--- src/rtl/muldiv_seq_unit_if.sv ---
// Request/response bundle between the main control FSM and the iterative
// RV32M multiply/divide unit.
interface muldiv_seq_unit_if #(
  parameter int XLEN = 32
);
  // Handshake: start is taken only in a cycle where busy = 0, and funct3/src_a/src_b
  // are captured in that same cycle. busy then stays high until done has pulsed for
  // one cycle, and result is valid in the done cycle and held until the next done.
  logic            start;
  logic [2:0]      funct3;
  logic [XLEN-1:0] src_a;
  logic [XLEN-1:0] src_b;
  logic            busy;
  logic            done;
  logic [XLEN-1:0] result;

  modport master (
    output start, funct3, src_a, src_b,
    input  busy, done, result
  );

  modport slave (
    input  start, funct3, src_a, src_b,
    output busy, done, result
  );
endinterface

--- src/rtl/muldiv_seq_unit.sv ---
// Iterative RV32M multiply/divide unit: radix-2 shift-add multiply and
// restoring divide on operand magnitudes, with sign fix-up at the end.
module muldiv_seq_unit #(
  parameter int XLEN = 32
) (
  input  logic             clk,
  input  logic             reset,
  muldiv_seq_unit_if.slave bus,
  output logic [1:0]       fsm_state
);
  localparam int CW = $clog2(XLEN);

  typedef enum logic [1:0] {
    IDLE = 2'd0,
    CALC = 2'd1,
    FIX  = 2'd2,
    DONE = 2'd3
  } state_t;

  state_t            state;
  logic [2:0]        op;
  logic              neg_a;
  logic              neg_b;
  logic              div_zero;
  logic [XLEN-1:0]   raw_a;
  logic [XLEN-1:0]   mag_a;
  logic [XLEN-1:0]   mag_b;
  logic [2*XLEN-1:0] acc;
  logic [CW-1:0]     cnt;
  logic              busy;
  logic              done;
  logic [XLEN-1:0]   result;

  // Operand decode for the request currently presented on the bus.
  logic            signed_a_in;
  logic            signed_b_in;
  logic            neg_a_in;
  logic            neg_b_in;
  logic            div_zero_in;
  logic [XLEN-1:0] mag_a_in;
  logic [XLEN-1:0] mag_b_in;

  always_comb begin
    signed_a_in = (bus.funct3 != 3'b011) && (bus.funct3 != 3'b101) &&
                  (bus.funct3 != 3'b111);
    signed_b_in = signed_a_in && (bus.funct3 != 3'b010);
    neg_a_in    = signed_a_in && bus.src_a[XLEN-1];
    neg_b_in    = signed_b_in && bus.src_b[XLEN-1];
    mag_a_in    = neg_a_in ? -bus.src_a : bus.src_a;
    mag_b_in    = neg_b_in ? -bus.src_b : bus.src_b;
    div_zero_in = bus.funct3[2] && (bus.src_b == '0);
  end

  // One iteration of each algorithm. Multiply keeps the multiplier in the low half
  // and shifts the product in from the top; divide shifts the dividend out of the
  // low half into the partial remainder and shifts quotient bits in at the bottom.
  logic [XLEN:0]     mul_sum;
  logic [2*XLEN-1:0] mul_next;
  logic [XLEN:0]     div_hi;
  logic [XLEN:0]     div_sub;
  logic              div_ge;
  logic [2*XLEN-1:0] div_next;

  always_comb begin
    mul_sum  = {1'b0, acc[2*XLEN-1:XLEN]} + (acc[0] ? {1'b0, mag_a} : '0);
    mul_next = {mul_sum, acc[XLEN-1:1]};
    div_hi   = {acc[2*XLEN-1:XLEN], acc[XLEN-1]};
    div_sub  = div_hi - {1'b0, mag_b};
    div_ge   = div_hi >= {1'b0, mag_b};
    div_next = {(div_ge ? div_sub[XLEN-1:0] : div_hi[XLEN-1:0]),
                acc[XLEN-2:0], div_ge};
  end

  // Sign correction and output-half selection applied in FIX.
  logic [2*XLEN-1:0] prod;
  logic [XLEN-1:0]   quot;
  logic [XLEN-1:0]   rem;
  logic [XLEN-1:0]   fix_val;

  always_comb begin
    prod    = (neg_a ^ neg_b) ? -acc : acc;
    quot    = (neg_a ^ neg_b) ? -acc[XLEN-1:0] : acc[XLEN-1:0];
    rem     = neg_a ? -acc[2*XLEN-1:XLEN] : acc[2*XLEN-1:XLEN];
    fix_val = '0;
    case (op)
      3'b000:                 fix_val = prod[XLEN-1:0];
      3'b001, 3'b010, 3'b011: fix_val = prod[2*XLEN-1:XLEN];
      3'b100, 3'b101:         fix_val = div_zero ? '1 : quot;
      default:                fix_val = div_zero ? raw_a : rem;
    endcase
  end

  always_ff @(posedge clk) begin
    if (reset) begin
      state    <= IDLE;
      op       <= '0;
      neg_a    <= 1'b0;
      neg_b    <= 1'b0;
      div_zero <= 1'b0;
      raw_a    <= '0;
      mag_a    <= '0;
      mag_b    <= '0;
      acc      <= '0;
      cnt      <= '0;
      busy     <= 1'b0;
      done     <= 1'b0;
      result   <= '0;
    end else begin
      case (state)
        IDLE: begin
          if (bus.start) begin
            op       <= bus.funct3;
            neg_a    <= neg_a_in;
            neg_b    <= neg_b_in;
            div_zero <= div_zero_in;
            raw_a    <= bus.src_a;
            mag_a    <= mag_a_in;
            mag_b    <= mag_b_in;
            acc      <= bus.funct3[2] ? {{XLEN{1'b0}}, mag_a_in}
                                      : {{XLEN{1'b0}}, mag_b_in};
            cnt      <= '0;
            busy     <= 1'b1;
            state    <= div_zero_in ? FIX : CALC;
          end
        end
        CALC: begin
          acc <= op[2] ? div_next : mul_next;
          cnt <= cnt + CW'(1);
          if (cnt == CW'(XLEN - 1)) begin
            state <= FIX;
          end
        end
        FIX: begin
          result <= fix_val;
          done   <= 1'b1;
          state  <= DONE;
        end
        DONE: begin
          done  <= 1'b0;
          busy  <= 1'b0;
          state <= IDLE;
        end
        default: state <= IDLE;
      endcase
    end
  end

  assign bus.busy   = busy;
  assign bus.done   = done;
  assign bus.result = result;
  assign fsm_state  = state;
endmodule

--- src/flat_wrapper.sv ---
// flat-port wrapper written by rule: the top's interface ports become plain ports
module muldiv_seq_unit_flat 
#(
  parameter int XLEN = 32
)
  (clk, reset, fsm_state, bus_start, bus_funct3, bus_src_a, bus_src_b, bus_busy, bus_done, bus_result);
  muldiv_seq_unit_if #(.XLEN(XLEN)) bus_i ();
  input  logic clk;
  input  logic reset;
  output logic [1:0] fsm_state;
  input wire logic [$bits(bus_i.start)-1:0] bus_start;
  input wire logic [$bits(bus_i.funct3)-1:0] bus_funct3;
  input wire logic [$bits(bus_i.src_a)-1:0] bus_src_a;
  input wire logic [$bits(bus_i.src_b)-1:0] bus_src_b;
  output wire logic [$bits(bus_i.busy)-1:0] bus_busy;
  output wire logic [$bits(bus_i.done)-1:0] bus_done;
  output wire logic [$bits(bus_i.result)-1:0] bus_result;
  assign bus_i.start = bus_start;
  assign bus_i.funct3 = bus_funct3;
  assign bus_i.src_a = bus_src_a;
  assign bus_i.src_b = bus_src_b;
  assign bus_busy = bus_i.busy;
  assign bus_done = bus_i.done;
  assign bus_result = bus_i.result;
  muldiv_seq_unit #(.XLEN(XLEN)) u_core (.clk(clk), .reset(reset), .bus(bus_i), .fsm_state(fsm_state));
endmodule
--- config.mk ---
export PLATFORM = sky130hd
export DESIGN_NAME = muldiv_seq_unit_flat
export DESIGN_NICKNAME = d
export VERILOG_FILES = /design/src/rtl/muldiv_seq_unit_if.sv /design/src/rtl/muldiv_seq_unit.sv /design/src/flat_wrapper.sv
export SDC_FILE = /design/constraint.sdc
export NUM_CORES = 1
export LEC_CHECK = 0
export CORE_MARGIN = 2
export CORE_UTILIZATION = 66
export CTS_BUF_LIST = sky130_fd_sc_hd__clkbuf_16
export CTS_CLUSTER_DIAMETER = 200
export DETAILED_ROUTE_END_ITERATION = 8
export PLACE_DENSITY = 0.89
export SETUP_SLACK_MARGIN = 0.5
export SLEW_MARGIN = 10
export SYNTH_ARGS = -nofsm -noshare
export SYNTH_HDL_FRONTEND = slang
export SYNTH_SLANG_ARGS = --single-unit
--- constraint.sdc ---
create_clock -name clk -period 7.3 [get_ports clk]
set_input_delay 1.46 -clock clk [delete_from_list [all_inputs] [get_ports clk]]
set_output_delay 1.46 -clock clk [all_outputs]
set_load 0.02 [all_outputs]
==> metrics.csv <==
metric,value,unit
worst r2r src,u_core.acc[31],
Reg2Reg Depth,13,
fin crit period,4350,ps
DR vias/cell,6.88,
Routed WL,58200,um
clk_lat worst skew,540,ps
Placed Instance Area,17400,um2
setup TNS,0,ps
largest buffer count on any clock path,3,
first-pass GRT wire length,89600,um
initial antenna violation count,0,
Setup-failing EPs final,0,
CTS Sinks,206,
Post CTS Setup Buffer Count,0,
CP Capture Type,flip-flop,
H-tree lvl count,1,
vias in the first global route,16200,
"Reg clk slew, reported paths",60,ps
IO Pins,106,
Pwr Density,340,nW/um2
Crit Path Category,in2reg,
max-cap check violation count,0,
DP HPWL,43200,um
"Async S/R FF share, synth",0,%
crit path DAT,4790,ps
Max-slew headroom,16.1,%
HP Class,reg2reg,
1st-pass router iterations,6,
gr usage total,43.3,%
mapped cell area,16300,um2
Rows,57,
DR iter-0 viols,2512,
WL/cell,22.7,um
syn_area_per_cell,7.31,um2
Initial Util,67.2,%
Mapped Nets,2382,
Hold Path Stages,2,
Ys Warns,0,
final instance area,18200,um2
post-route ant nets,0,
R2R Path End,u_core.acc[60],
R2R setup slack,3010,ps
Die Area,26000,um2
worst-margin pin slew,1260,ps
CTS resizes,0,
die width,161,um
layout cells sized above 1,5.67,%
DR vias,17600,
"Hold-fix buffers, CTS",0,
Final Max Tran Viols,0,
CP startpoint kind,primary input,
largest net degree at the start of global routing,98,
status,completed,
"EDFF count, synth",0,
Max Fclk,230,MHz
total gr overflow,0,
CTS tree,built,
most used flip-flop cell after synthesis,dfxtp_1,
Final nets,2369,
Residual DRC,0,
Final GP Congestion,1.03,
Final Hold Slack,451,ps
#FFs+latches synth,206,
Die H,161,um
Min-Delay Startpoint,u_core.mag_a[26],
placed cells,2522,
post-synthesis instance total,2236,
Max IR drop VDD,0.000402,V
crit share post-route,59.6,%
clk_skew,20.9,ps
Worst EP required,7740,ps
n_diodes,0,
CTS buffer count,23,
Area Overhead vs Synth,11.2,%
IO Port Bufs,105,
Worst Hold Endpoint,u_core.mag_a[26],
final hold viol count,0,
Core Area,24300,um2
count of cell types in the netlist,76,
register area share after synthesis,25.2,%
unrepaired setup endpoints after global routing,no,
critical-path maximum fanout,6,
final std cells w/o fill,2564,
P_leak,7.11,nW
root buf cell,clkbuf_16,
[logic make-up after synthesis]
logic type	after synthesis	synth area share, %
adders and majority gates	76	5.91
muxes	45	2.94
AOI/OAI and AO/OA	708	27.6
DFF	206	25.2
xor gates and xnor gates	195	10.4
buffers and inverters	243	5.76
and+or+nand+nor	763	22.1
[how the worst max path moves through the flow]
stage                      start             endpoint  slack (ps)
floorplan           bus_src_b[1]       u_core.acc[30]        3470
global placement    bus_src_b[0]  u_core.fsm_state[1]        2560
detailed placement  bus_src_b[0]  u_core.fsm_state[1]        2480
CTS                 bus_src_b[0]  u_core.fsm_state[1]        3000
global route        bus_src_b[0]  u_core.fsm_state[1]        2760
finish              bus_src_b[0]  u_core.fsm_state[1]        2950
[area by class of cell]
| cell class | count | area [um2] |
|---|---|---|
| multi-input cells | 1787 | 11300 |
| well taps | 324 | 405 |
| fillers | 1922 | 6150 |
| flip-flops and latches | 206 | 4130 |
| clock buffers | 23 | 576 |
| repair buffers | 130 | 1230 |
| inverters | 75 | 282 |
| clock inverters | 19 | 218 |
[registers in the layout, indices dropped and copies added (netlist names), 2 cells and up]
signal / cells
u_core.acc: 64
u_core.bus.result: 32
u_core.cnt: 5
u_core.fsm_state: 2
u_core.mag_a: 32
u_core.mag_b: 32
u_core.op: 3
u_core.raw_a: 31
[where the power goes]
group	internal, W	total, W	switching [W]
logic	0.00118	0.00315	0.00196
registers	0.00143	0.00177	0.000336
clock network	0.000750	0.00125	0.000504
[cells in the mapped netlist (19+ instances only)]
cell	number	area share, %
o21ai_0	154	4.7
or3_1	20	0.77
a21o_1	34	1.6
xnor2_1	111	5.9
clkbuf_1	148	3.4
mux2_2	24	1.7
nor4_1	21	0.80
a211oi_1	118	5.4
ha_1	74	5.7
nand3_1	30	0.92
o31ai_1	19	0.87
a21oi_1	204	6.2
xor2_1	84	4.5
a221oi_1	20	1.1
and2_1	39	1.5
nor2_1	257	5.9
a22oi_1	21	0.96
a31oi_1	20	0.77
nor3_1	65	2.0
nand2_1	222	5.1
inv_1	73	1.7
mux2i_1	21	1.3
dfxtp_1	206	25
[layout by cell type (no fill, tap or decap), types with 8 or more instances in the layout]
master and count:
a22oi_1 21, xnor2_1 110, nand2b_1 16, xor2_1 83, and3_1 12, clkbuf_16 23, a211oi_1 118, o21bai_1 9
inv_1 75, o41ai_1 12, nor4_1 21, or3_1 20, nand2_1 221, and2_1 38, a21oi_1 204, nand3_1 30
o21ai_1 11, mux2_2 24, a221o_1 10, a31oi_1 20, or2_2 10, mux2i_1 21, ha_1 72, a221oi_1 20
nor2_1 255, nor3_1 64, o31ai_1 19, nand4_1 12, o21ai_0 152, o211ai_1 16, nor2b_1 11, buf_4 25
dfxtp_1 204, or4_1 13, clkinv_1 8, a21o_1 34, clkdlybuf4s50_1 103
[worst max-delay path, cell delays in order]
cell and delay, ps:
clkdlybuf4s50_1 470, inv_1 80, ha_1 190, or3b_2 500, nor4_2 410, and2_1 310
nand3_1 170, nor4b_1 830, nand2_1 120, a221oi_1 250
[through the flow]
step / worst slack (ps) / total power [W] / utilization [%]
2_1_floorplan: 3470 / 0.00388 / -
3_3_place_gp: 2560 / 0.00471 / 71.5
3_5_place_dp: 2480 / 0.00481 / 71.5
4_1_cts: 3000 / 0.00606 / 74.7
5_1_grt: 2760 / 0.00647 / 74.7
6_report: 2950 / 0.00617 / 74.7
[per-layer routing]
layer	GRT usage, %	wire (um)	vias to the layer above
met5	0	0	-
met4	23.4	3980	0
met3	9.07	6810	242
met2	65.2	24500	1218
met1	58.2	22900	8164
li1	-	-	8015
No activity file was read; power rests on OpenSTA's default activity.
